[config.mk]
export PLATFORM = sky130hd
export DESIGN_NAME = vedic_mul8_seq
export DESIGN_NICKNAME = d
export VERILOG_FILES = /design/src/rtl/vedic_mul8_seq_pkg.sv /design/src/rtl/vedic_mul4_comb.sv /design/src/rtl/vedic_mul8_seq.sv
export SDC_FILE = /design/constraint.sdc
export NUM_CORES = 1
export LEC_CHECK = 0
export ABC_AREA = 1
export CAP_MARGIN = 25
export CORE_ASPECT_RATIO = 0.75
export CORE_MARGIN = 4
export CORE_UTILIZATION = 55
export CTS_BUF_LIST = sky130_fd_sc_hd__clkbuf_16
export DETAILED_ROUTE_END_ITERATION = 10
export PLACE_DENSITY = 0.81
export RECOVER_POWER = 25
export SYNTH_ARGS = -nofsm -noshare
export SYNTH_HDL_FRONTEND = slang
export SYNTH_HIERARCHICAL = 1
export SYNTH_SLANG_ARGS = --single-unit
[constraint.sdc]
create_clock -name clk_i -period 5.2 [get_ports clk_i]
set_input_delay 0.78 -clock clk_i [delete_from_list [all_inputs] [get_ports clk_i]]
set_output_delay 0.78 -clock clk_i [all_outputs]
set_load 0.02 [all_outputs]
[src/rtl/vedic_mul8_seq_pkg.sv]
// Shared types for the sequential 8x8 Vedic multiplier: controller states and
// the nibble shift applied to each partial product.
package vedic_mul8_seq_pkg;

  typedef enum logic [2:0] {
    ST_IDLE = 3'd0,
    ST_P0   = 3'd1,
    ST_P1   = 3'd2,
    ST_P2   = 3'd3,
    ST_P3   = 3'd4,
    ST_DONE = 3'd5
  } state_e;

  localparam logic [3:0] SHIFT_P0 = 4'd0;
  localparam logic [3:0] SHIFT_P1 = 4'd4;
  localparam logic [3:0] SHIFT_P2 = 4'd4;
  localparam logic [3:0] SHIFT_P3 = 4'd8;

  function automatic logic [3:0] pp_shift(input state_e st);
    logic [3:0] sh;
    case (st)
      ST_P0:   sh = SHIFT_P0;
      ST_P1:   sh = SHIFT_P1;
      ST_P2:   sh = SHIFT_P2;
      ST_P3:   sh = SHIFT_P3;
      default: sh = 4'd0;
    endcase
    return sh;
  endfunction

endpackage

[src/rtl/vedic_mul4_comb.sv]
// Combinational 4x4 unsigned multiplier built Urdhva-Tiryakbhyam style from
// four 2x2 vertical-and-crosswise blocks.
module vedic_mul4_comb (
  input  logic [3:0] a,
  input  logic [3:0] b,
  output logic [7:0] p
);

  function automatic logic [3:0] vedic2(input logic [1:0] x, input logic [1:0] y);
    logic cross_s;
    logic carry_s;
    logic top_s;
    cross_s = (x[1] & y[0]) ^ (x[0] & y[1]);
    carry_s = (x[1] & y[0]) & (x[0] & y[1]);
    top_s   = x[1] & y[1];
    return {top_s & carry_s, top_s ^ carry_s, cross_s, x[0] & y[0]};
  endfunction

  logic [3:0] q0_s;
  logic [3:0] q1_s;
  logic [3:0] q2_s;
  logic [3:0] q3_s;

  assign q0_s = vedic2(a[1:0], b[1:0]);
  assign q1_s = vedic2(a[3:2], b[1:0]);
  assign q2_s = vedic2(a[1:0], b[3:2]);
  assign q3_s = vedic2(a[3:2], b[3:2]);

  assign p = {4'b0000, q0_s} + {2'b00, q1_s, 2'b00} + {2'b00, q2_s, 2'b00} + {q3_s, 4'b0000};

endmodule

[src/rtl/vedic_mul8_seq.sv]
// Sequential 8x8 unsigned multiplier: one 4x4 Vedic core is reused over four
// cycles, one nibble partial product per cycle, accumulated into 16 bits.
module vedic_mul8_seq
  import vedic_mul8_seq_pkg::*;
(
  input  logic        clk_i,
  input  logic        rst_i,
  input  logic        start_i,
  input  logic        abort_i,
  input  logic [7:0]  a_i,
  input  logic [7:0]  b_i,
  output logic        busy_o,
  output logic        done_o,
  output logic [15:0] product_o
);

  state_e      state_q, state_d;
  logic [7:0]  a_q, a_d;
  logic [7:0]  b_q, b_d;
  logic [15:0] acc_q, acc_d;
  logic [15:0] product_q, product_d;
  logic        done_q, done_d;

  logic [3:0]  core_a_s;
  logic [3:0]  core_b_s;
  logic [7:0]  pp_s;
  logic [15:0] acc_sum_s;

  // Nibble pair fed to the shared core in each phase.
  always_comb begin
    core_a_s = 4'h0;
    core_b_s = 4'h0;
    case (state_q)
      ST_P0:   begin core_a_s = a_q[3:0]; core_b_s = b_q[3:0]; end
      ST_P1:   begin core_a_s = a_q[7:4]; core_b_s = b_q[3:0]; end
      ST_P2:   begin core_a_s = a_q[3:0]; core_b_s = b_q[7:4]; end
      ST_P3:   begin core_a_s = a_q[7:4]; core_b_s = b_q[7:4]; end
      default: begin core_a_s = 4'h0;     core_b_s = 4'h0;     end
    endcase
  end

  vedic_mul4_comb u_core (
    .a (core_a_s),
    .b (core_b_s),
    .p (pp_s)
  );

  assign acc_sum_s = acc_q + ({8'h00, pp_s} << pp_shift(state_q));

  // Controller next state and datapath updates; abort drops the partial sum.
  always_comb begin
    state_d   = state_q;
    a_d       = a_q;
    b_d       = b_q;
    acc_d     = acc_q;
    product_d = product_q;
    done_d    = 1'b0;
    case (state_q)
      ST_IDLE, ST_DONE: begin
        if (start_i) begin
          state_d = ST_P0;
          a_d     = a_i;
          b_d     = b_i;
          acc_d   = 16'h0000;
        end else begin
          state_d = ST_IDLE;
        end
      end
      ST_P0, ST_P1, ST_P2: begin
        if (abort_i) begin
          state_d = ST_IDLE;
          acc_d   = 16'h0000;
        end else begin
          acc_d = acc_sum_s;
          case (state_q)
            ST_P0:   state_d = ST_P1;
            ST_P1:   state_d = ST_P2;
            default: state_d = ST_P3;
          endcase
        end
      end
      ST_P3: begin
        if (abort_i) begin
          state_d = ST_IDLE;
          acc_d   = 16'h0000;
        end else begin
          state_d   = ST_DONE;
          product_d = acc_sum_s;
          done_d    = 1'b1;
        end
      end
      default: begin
        state_d = ST_IDLE;
        acc_d   = 16'h0000;
      end
    endcase
  end

  // State and datapath registers.
  always_ff @(posedge clk_i or posedge rst_i) begin
    if (rst_i) begin
      state_q   <= ST_IDLE;
      a_q       <= 8'h00;
      b_q       <= 8'h00;
      acc_q     <= 16'h0000;
      product_q <= 16'h0000;
      done_q    <= 1'b0;
    end else begin
      state_q   <= state_d;
      a_q       <= a_d;
      b_q       <= b_d;
      acc_q     <= acc_d;
      product_q <= product_d;
      done_q    <= done_d;
    end
  end

  assign busy_o    = (state_q == ST_P0) || (state_q == ST_P1) ||
                     (state_q == ST_P2) || (state_q == ST_P3);
  assign done_o    = done_q;
  assign product_o = product_q;

endmodule

### After elaboration in Yosys (flattened, before gate mapping)

Cells that the tools add are included.

* bits in registers: 52
* latch bits: 0
* memory bits (writable): 0
* memory bits (read-only): 0
* bits of input ports: 20
* output and inout port bits: 18
* logic and storage cells: 79
* memories: 0

* add/sub/neg operators: 4
* multiply operators: 0
* div/mod/pow operators: 0
* $lt $le $gt $ge: 0
* equality and inequality tests: 7
* shift operators: 1
* multiplexer cells: 14
* bitwise operators: 33
* reductions and logical operators: 14

Operators with widths (count)
* 2-to-1 mux 16 bit: 3
* one-hot mux 16 bit (3 select lines): 1
* bitwise AND 1 bit: 24
* one-hot mux 4 bit (2 select lines): 3
* adder 16 bit: 1
* << shifter 8 x 4 -> 16 bit: 1
* OR reduction 2 bit: 6
* one-hot mux 3 bit (3 select lines): 1
* adder 8 x 6 -> 8 bit: 1
* adder 8 bit: 1
* bitwise XOR 1 bit: 8
* adder 4 x 6 -> 7 bit: 1
* == test 3 x 2 -> 1 bit, second input constant: 2
* == test 3 bit, second input constant: 2
* 2-to-1 mux 3 bit: 2
* one-hot mux 3 bit (2 select lines): 1
* AND reduction 2 bit: 3
* != test 2 bit, second input constant: 2
* == test 3 x 1 -> 1 bit, second input constant: 1
* logical NOT 3 bit: 1
* logical OR 1 bit: 3
* 2-to-1 mux 1 bit: 3
* OR reduction 3 bit: 1
* NOT 1 bit: 1

### Depth between registers and ports, before layout

* depth after elaboration: 13
* depth in mapped cells: 34
* gate-level depth less buffers: 33

### Modules after synthesis

Netlist, hierarchy kept.

By module, submodules not included
* vedic_mul8_seq: times used 1, cells an instance 439, area an instance 3194.3 um2, seq. area each 1301.2 um2
* vedic_mul4_comb: times used 1, cells an instance 83, area an instance 511.7 um2, seq. area each 0.0 um2

### Least setup slack after synthesis

No wires, ideal clock.

* path kind: flip-flop to flip-flop
* start: reg state_q[0]
* end: reg acc_q[13]
* library setup time: 0.117 ns
* arrival time: 4.199 ns
* data required time: 5.083 ns
* path slack: 0.883 ns
* stages on the path, launching flop included: 33
* buffers on the path: 1
* period minus slack after synthesis: 4.317 ns
* cells stage by stage: dfrtp_1 > inv_1 > nand2_2 > nor2_4 > buf_2 > a21oi_1 > o21ai_0 > nand2_1 > inv_1 > ha_1 > ha_1 > inv_1 > fa_1 > inv_1 > ha_1 > inv_1 > fa_1 > inv_1 > nand2_1 > nand2_1 > nand3_1 > nand2_1 > inv_1 > o22ai_1 > ha_1 > nand2_1 > inv_1 > nand2_1 > nand2_1 > a21oi_1 > nand3_1 > nand3_1 > nand2_1

* longest elaborated chain between the ends: 13
* elaborated cells between the ends (all ways): 58
* classes of those cells: 4 x add/sub; 7 x eq/ne; 1 x shift; 5 x mux; 32 x bitwise; 9 x reduce/logical

RTL lines
* from (decl): line vedic_mul8_seq.sv:17 `state_e state_q, state_d;`
* from (signal assigned): line vedic_mul8_seq.sv:109 `state_q <= state_d;`
* == test 3 x 2 -> 1 bit (tied with other cells): line vedic_mul8_seq.sv:33 `case (state_q)`
* OR reduction 2 bit (no line)
* one-hot mux 4 bit (2 select lines) *: line vedic_mul8_seq.sv:33
* net core_b_s[0]: line vedic_mul8_seq.sv:25 `logic [3:0] core_b_s;`
* bitwise AND 1 bit: line vedic_mul4_comb.sv:13, vedic_mul4_comb.sv:14
* bitwise AND 1 bit: line vedic_mul4_comb.sv:14 `carry_s = (x[1] & y[0]) & (x[0] & y[1]);`
* bitwise XOR 1 bit or bitwise AND 1 bit (tied branches): line vedic_mul4_comb.sv:16 `return {top_s & carry_s, top_s ^ carry_s, cross_s, x[0] & y[0]};`
* adder 4 x 6 -> 7 bit *: line vedic_mul4_comb.sv:29 `assign p = {4'b0000, q0_s} + {2'b00, q1_s, 2'b00} + {2'b00, q2_s, 2'b00} + {q3_s, 4'b0000};`
* adder 8 x 6 -> 8 bit *: line vedic_mul4_comb.sv:29
* adder 8 bit *: line vedic_mul4_comb.sv:29
* net pp_s[7]: line vedic_mul8_seq.sv:26 `logic [7:0] pp_s;`
* << shifter 8 x 4 -> 16 bit *: line vedic_mul8_seq.sv:48 `assign acc_sum_s = acc_q + ({8'h00, pp_s} << pp_shift(state_q));`
* adder 16 bit *: line vedic_mul8_seq.sv:48
* 2-to-1 mux 16 bit *: line vedic_mul8_seq.sv:70 `if (abort_i) begin`
* one-hot mux 16 bit (3 select lines) *: line vedic_mul8_seq.sv:58 `case (state_q)`
* to (signal assigned): line vedic_mul8_seq.sv:105 `acc_q <= 16'h0000;`
* to (signal assigned): line vedic_mul8_seq.sv:112 `acc_q <= acc_d;`
* to (decl): line vedic_mul8_seq.sv:20 `logic [15:0] acc_q, acc_d;`

The timed path passes the listed nets; every way through them passes the cells marked *.
A chain may end at the register's enable or synchronous reset.

### Worst setup path in the final report

* start: reg state_q[0]
* end: reg acc_q[7]

* elaborated cells between the ends (all ways): 58
* classes of those cells: 4 x add/sub; 7 x eq/ne; 1 x shift; 5 x mux; 32 x bitwise; 9 x reduce/logical

RTL lines (line)
* == test 3 x 2 -> 1 bit (tied with other cells): vedic_mul8_seq.sv:33
* OR reduction 2 bit (no line)
* one-hot mux 4 bit (2 select lines) *: vedic_mul8_seq.sv:33
* net core_b_s[2]: vedic_mul8_seq.sv:25
* bitwise AND 1 bit: vedic_mul4_comb.sv:13, vedic_mul4_comb.sv:14
* bitwise AND 1 bit: vedic_mul4_comb.sv:14
* bitwise XOR 1 bit or bitwise AND 1 bit (tied branches): vedic_mul4_comb.sv:16
* adder 8 x 6 -> 8 bit: vedic_mul4_comb.sv:29
* adder 8 bit *: vedic_mul4_comb.sv:29
* net pp_s[6]: vedic_mul8_seq.sv:26
* << shifter 8 x 4 -> 16 bit *: vedic_mul8_seq.sv:48
* adder 16 bit *: vedic_mul8_seq.sv:48
* 2-to-1 mux 16 bit *: vedic_mul8_seq.sv:70
* one-hot mux 16 bit (3 select lines) *: vedic_mul8_seq.sv:58

Marks and branches as above.

==> impl_results.md <==
* Outcome: finished with violations
* Failing checks: capacitance limit, slew limit
* Post-DP HPWL at 6.60 mm
* N_diodes at 0
* Syn Inst Count at 522
* Initial DRC count at 303
* Filler Cell Count at 533
* Nets at 615
* # rows at 25
* Fin crit share at 0.921
* Post-synth net total at 575
* Worst reg2reg path depth at 26
* Period minus WS final at 4.79 ns
* RR Startpoint: state_q[0]
* CP Capture Type: flop
* Synth top area share at 0.351
* Chip Width at 103 um
* Leakage at 2.51 nW
* Post-Layout Inst Area at 4340 um^2
* Ys Warns at 6
* Clk buf depth at 2
* Setup ws final at 0.410 ns
* Mean Syn Cell Area at 7.10 um^2
* DP Worst Slack at 0.258 ns
* CP max stage delay at 0.55 ns
* Total of max-cap violations at 1
* Dominant synthesized flop cell: dfrtp_1
* Count leader, synth: nand2_1
* Vias per inst at 5.33
* Cell mode on critical path: inv_1
* Worst hold slack at 0.480 ns
* GR Overflow Total at 0
* DR DRC count at 0
* RSZ-0062 raised after global routing: no
* Ratio of cells with drive above 1 in the final layout at 0.0675
* Core area at 6410 um^2
* Crit path max fanout at 6
* Post-route ant nets at 0
* Post-DP Area at 4160 um^2
* Mapped Area at 3710 um^2
* Critical Path AT at 4.98 ns
* Clock sink total at 52
* Worst setup SP type: flop
* Starting Density at 0.578
* Worst Hold Path EP: product_o[8]
* Die H at 79.1 um
* Relative slew slack at -0.163
* TritonCTS buffer count at 5
* First-pass GRT wire length at 14.7 mm
* Top cells by count, synth: 176 x nand2_1, 97 x inv_1, 52 x dfrtp_1
* Worst path required time at 5.39 ns
* Synth area leader: dfrtp_1
* Reg-to-reg slack, setup at 0.41 ns
* Critical path class: reg -> reg
* Gp weighted congestion at 0.986
* Design Power at 2.02 mW
* Setup tns final at 0 ns
* Final slew viol count at 33
* Detailed-route via count at 3435
* Hold Path Class: reg -> reg
* Area growth syn-to-layout at 17.0%
* Min-Delay Path Depth at 2
* CP max-delay cell: fa_1
* Clock latency on the worst-skew pair at 0.30 ns
* CTS Root Cell: clkbuf_16
* Flops & latches, synth at 52
* Crit path buffers/inverters at 7
* Power per cell area at 465 nW/um^2
* Routed wire length at 8.63 mm
* HP Start: product_o[8]
* Initial antenna violation count at 0
* Layout Skew at 0.0135 ns
* Worst R2R End: acc_q[7]
* Post-synthesis cell type count at 31
* Register area share after synthesis at 0.351
* Pre-antenna DRT Iters at 5
* Asr flop ratio synth at 1.00
* Routed len/inst at 13.4 um
* H-Tree Depth at 2
* Largest net degree at the start of global routing at 33
* Ports at 38
* Final hold vios at 0
* VDD IR max at 0.000253 V
* Die area at 8130 um^2
* Achievable Freq at 0.209 GHz
* Clk slew on worst S/H paths at 0.07 ns
* GRT Util Overall at 0.228
* Vias in the first global route at 3164
* Buffers on Ports at 37
* CP delay by family, top: adder cells
* Endpoints failing setup at 0
* Post-synth EDFFs at 0
* # hold bufs at CTS at 0
* Slew @ Worst Pin at 1.74 ns
* CTS tree: yes
* Synth area leaders: dfrtp_1 35%, nand2_1 18%, inv_1 9.8%
## worst min-delay path, delay by kind of cell (launching register included)
| kind | cells | cell delay, ns |
|---|---|---|
| AND/OR/NAND/NOR | 2 | 0.10 |
| flip-flops | 1 | 0.34 |
## routing by layer
layer | global-route usage | wire, um | share of wire
met1 | 0.346 | 4160 | 0.48
met2 | 0.339 | 3690 | 0.43
met3 | 0.0316 | 632 | 0.073
met4 | 0.0673 | 145 | 0.017
met5 | 0 | 0 | 0
## cell type report
| type | instances | area, um^2 | area share |
|---|---|---|---|
| clock inverter | 3 | 26.3 | 0.00606 |
| inverter | 99 | 372 | 0.0857 |
| timing repair buffer | 43 | 412 | 0.0949 |
| tap | 81 | 101 | 0.0234 |
| multi-input combinational | 361 | 2000 | 0.461 |
| clock buffer | 5 | 125 | 0.0288 |
| sequential | 52 | 1300 | 0.300 |
## power by group
group          leakage, nW  switching [mW]  total, mW  internal, mW
clock network       0.0744           0.161      0.343         0.182
registers            0.669          0.0717      0.599         0.527
logic                 1.76           0.662       1.08         0.414
## worst max path at each step
stage / start / endpoint / cells past startpoint
after floorplan: state_q[0] / acc_q[13] / 32
after global placement: state_q[0] / product_o[15] / 28
after detailed placement: state_q[0] / acc_q[7] / 28
after CTS: state_q[0] / product_o[7] / 28
after global routing: state_q[2] / acc_q[13] / 31
final: state_q[0] / acc_q[7] / 26
## timing repair
| action | CTS | global route |
|---|---|---|
| buffers inserted | 0 | 2 |
| gates resized for setup | 0 | 13 |
| hold endpoints to repair | 0 | 0 |
| setup endpoints to repair | 0 | 22 |
## cells in the final DEF (no fill, tap or decap), types with 3 or more instances in the layout
| master | n |
|---|---|
| nor2_2 | 3 |
| mux2_2 | 5 |
| nand3_1 | 35 |
| fa_1 | 6 |
| buf_4 | 5 |
| o21ai_0 | 14 |
| clkdlybuf4s50_1 | 35 |
| mux2_1 | 3 |
| o22ai_1 | 4 |
| dfrtp_1 | 51 |
| xnor2_1 | 3 |
| nand4_1 | 3 |
| clkbuf_16 | 5 |
| nand2_1 | 176 |
| inv_1 | 97 |
| a21oi_1 | 17 |
| nand3b_1 | 8 |
| or2_2 | 3 |
| nor3_1 | 6 |
| nor2_1 | 31 |
| o21ai_2 | 5 |
| ha_1 | 27 |
## state kept, by name (all words and copies together), names as in the netlist
name,cells
product_o,16
a_q,8
acc_q,16
state_q,3
done_o,1
b_q,8
## per-stage QoR
step	cells	util
after floorplan	522	-
after global placement	633	0.646
after detailed placement	634	0.649
after CTS	642	0.673
after global routing	644	0.676
final	644	0.676
## cell families after synthesis
family / share of synthesized area
AND/OR/NAND/NOR: 0.310
AO/OA/AOI/OAI: 0.0658
XOR/XNOR: 0.00945
multiplexers: 0.0243
buffers and inverters: 0.116
flip-flops: 0.351
adder cells (fa/ha/maj): 0.124
Note: power is estimated with default switching activity, not from simulation.
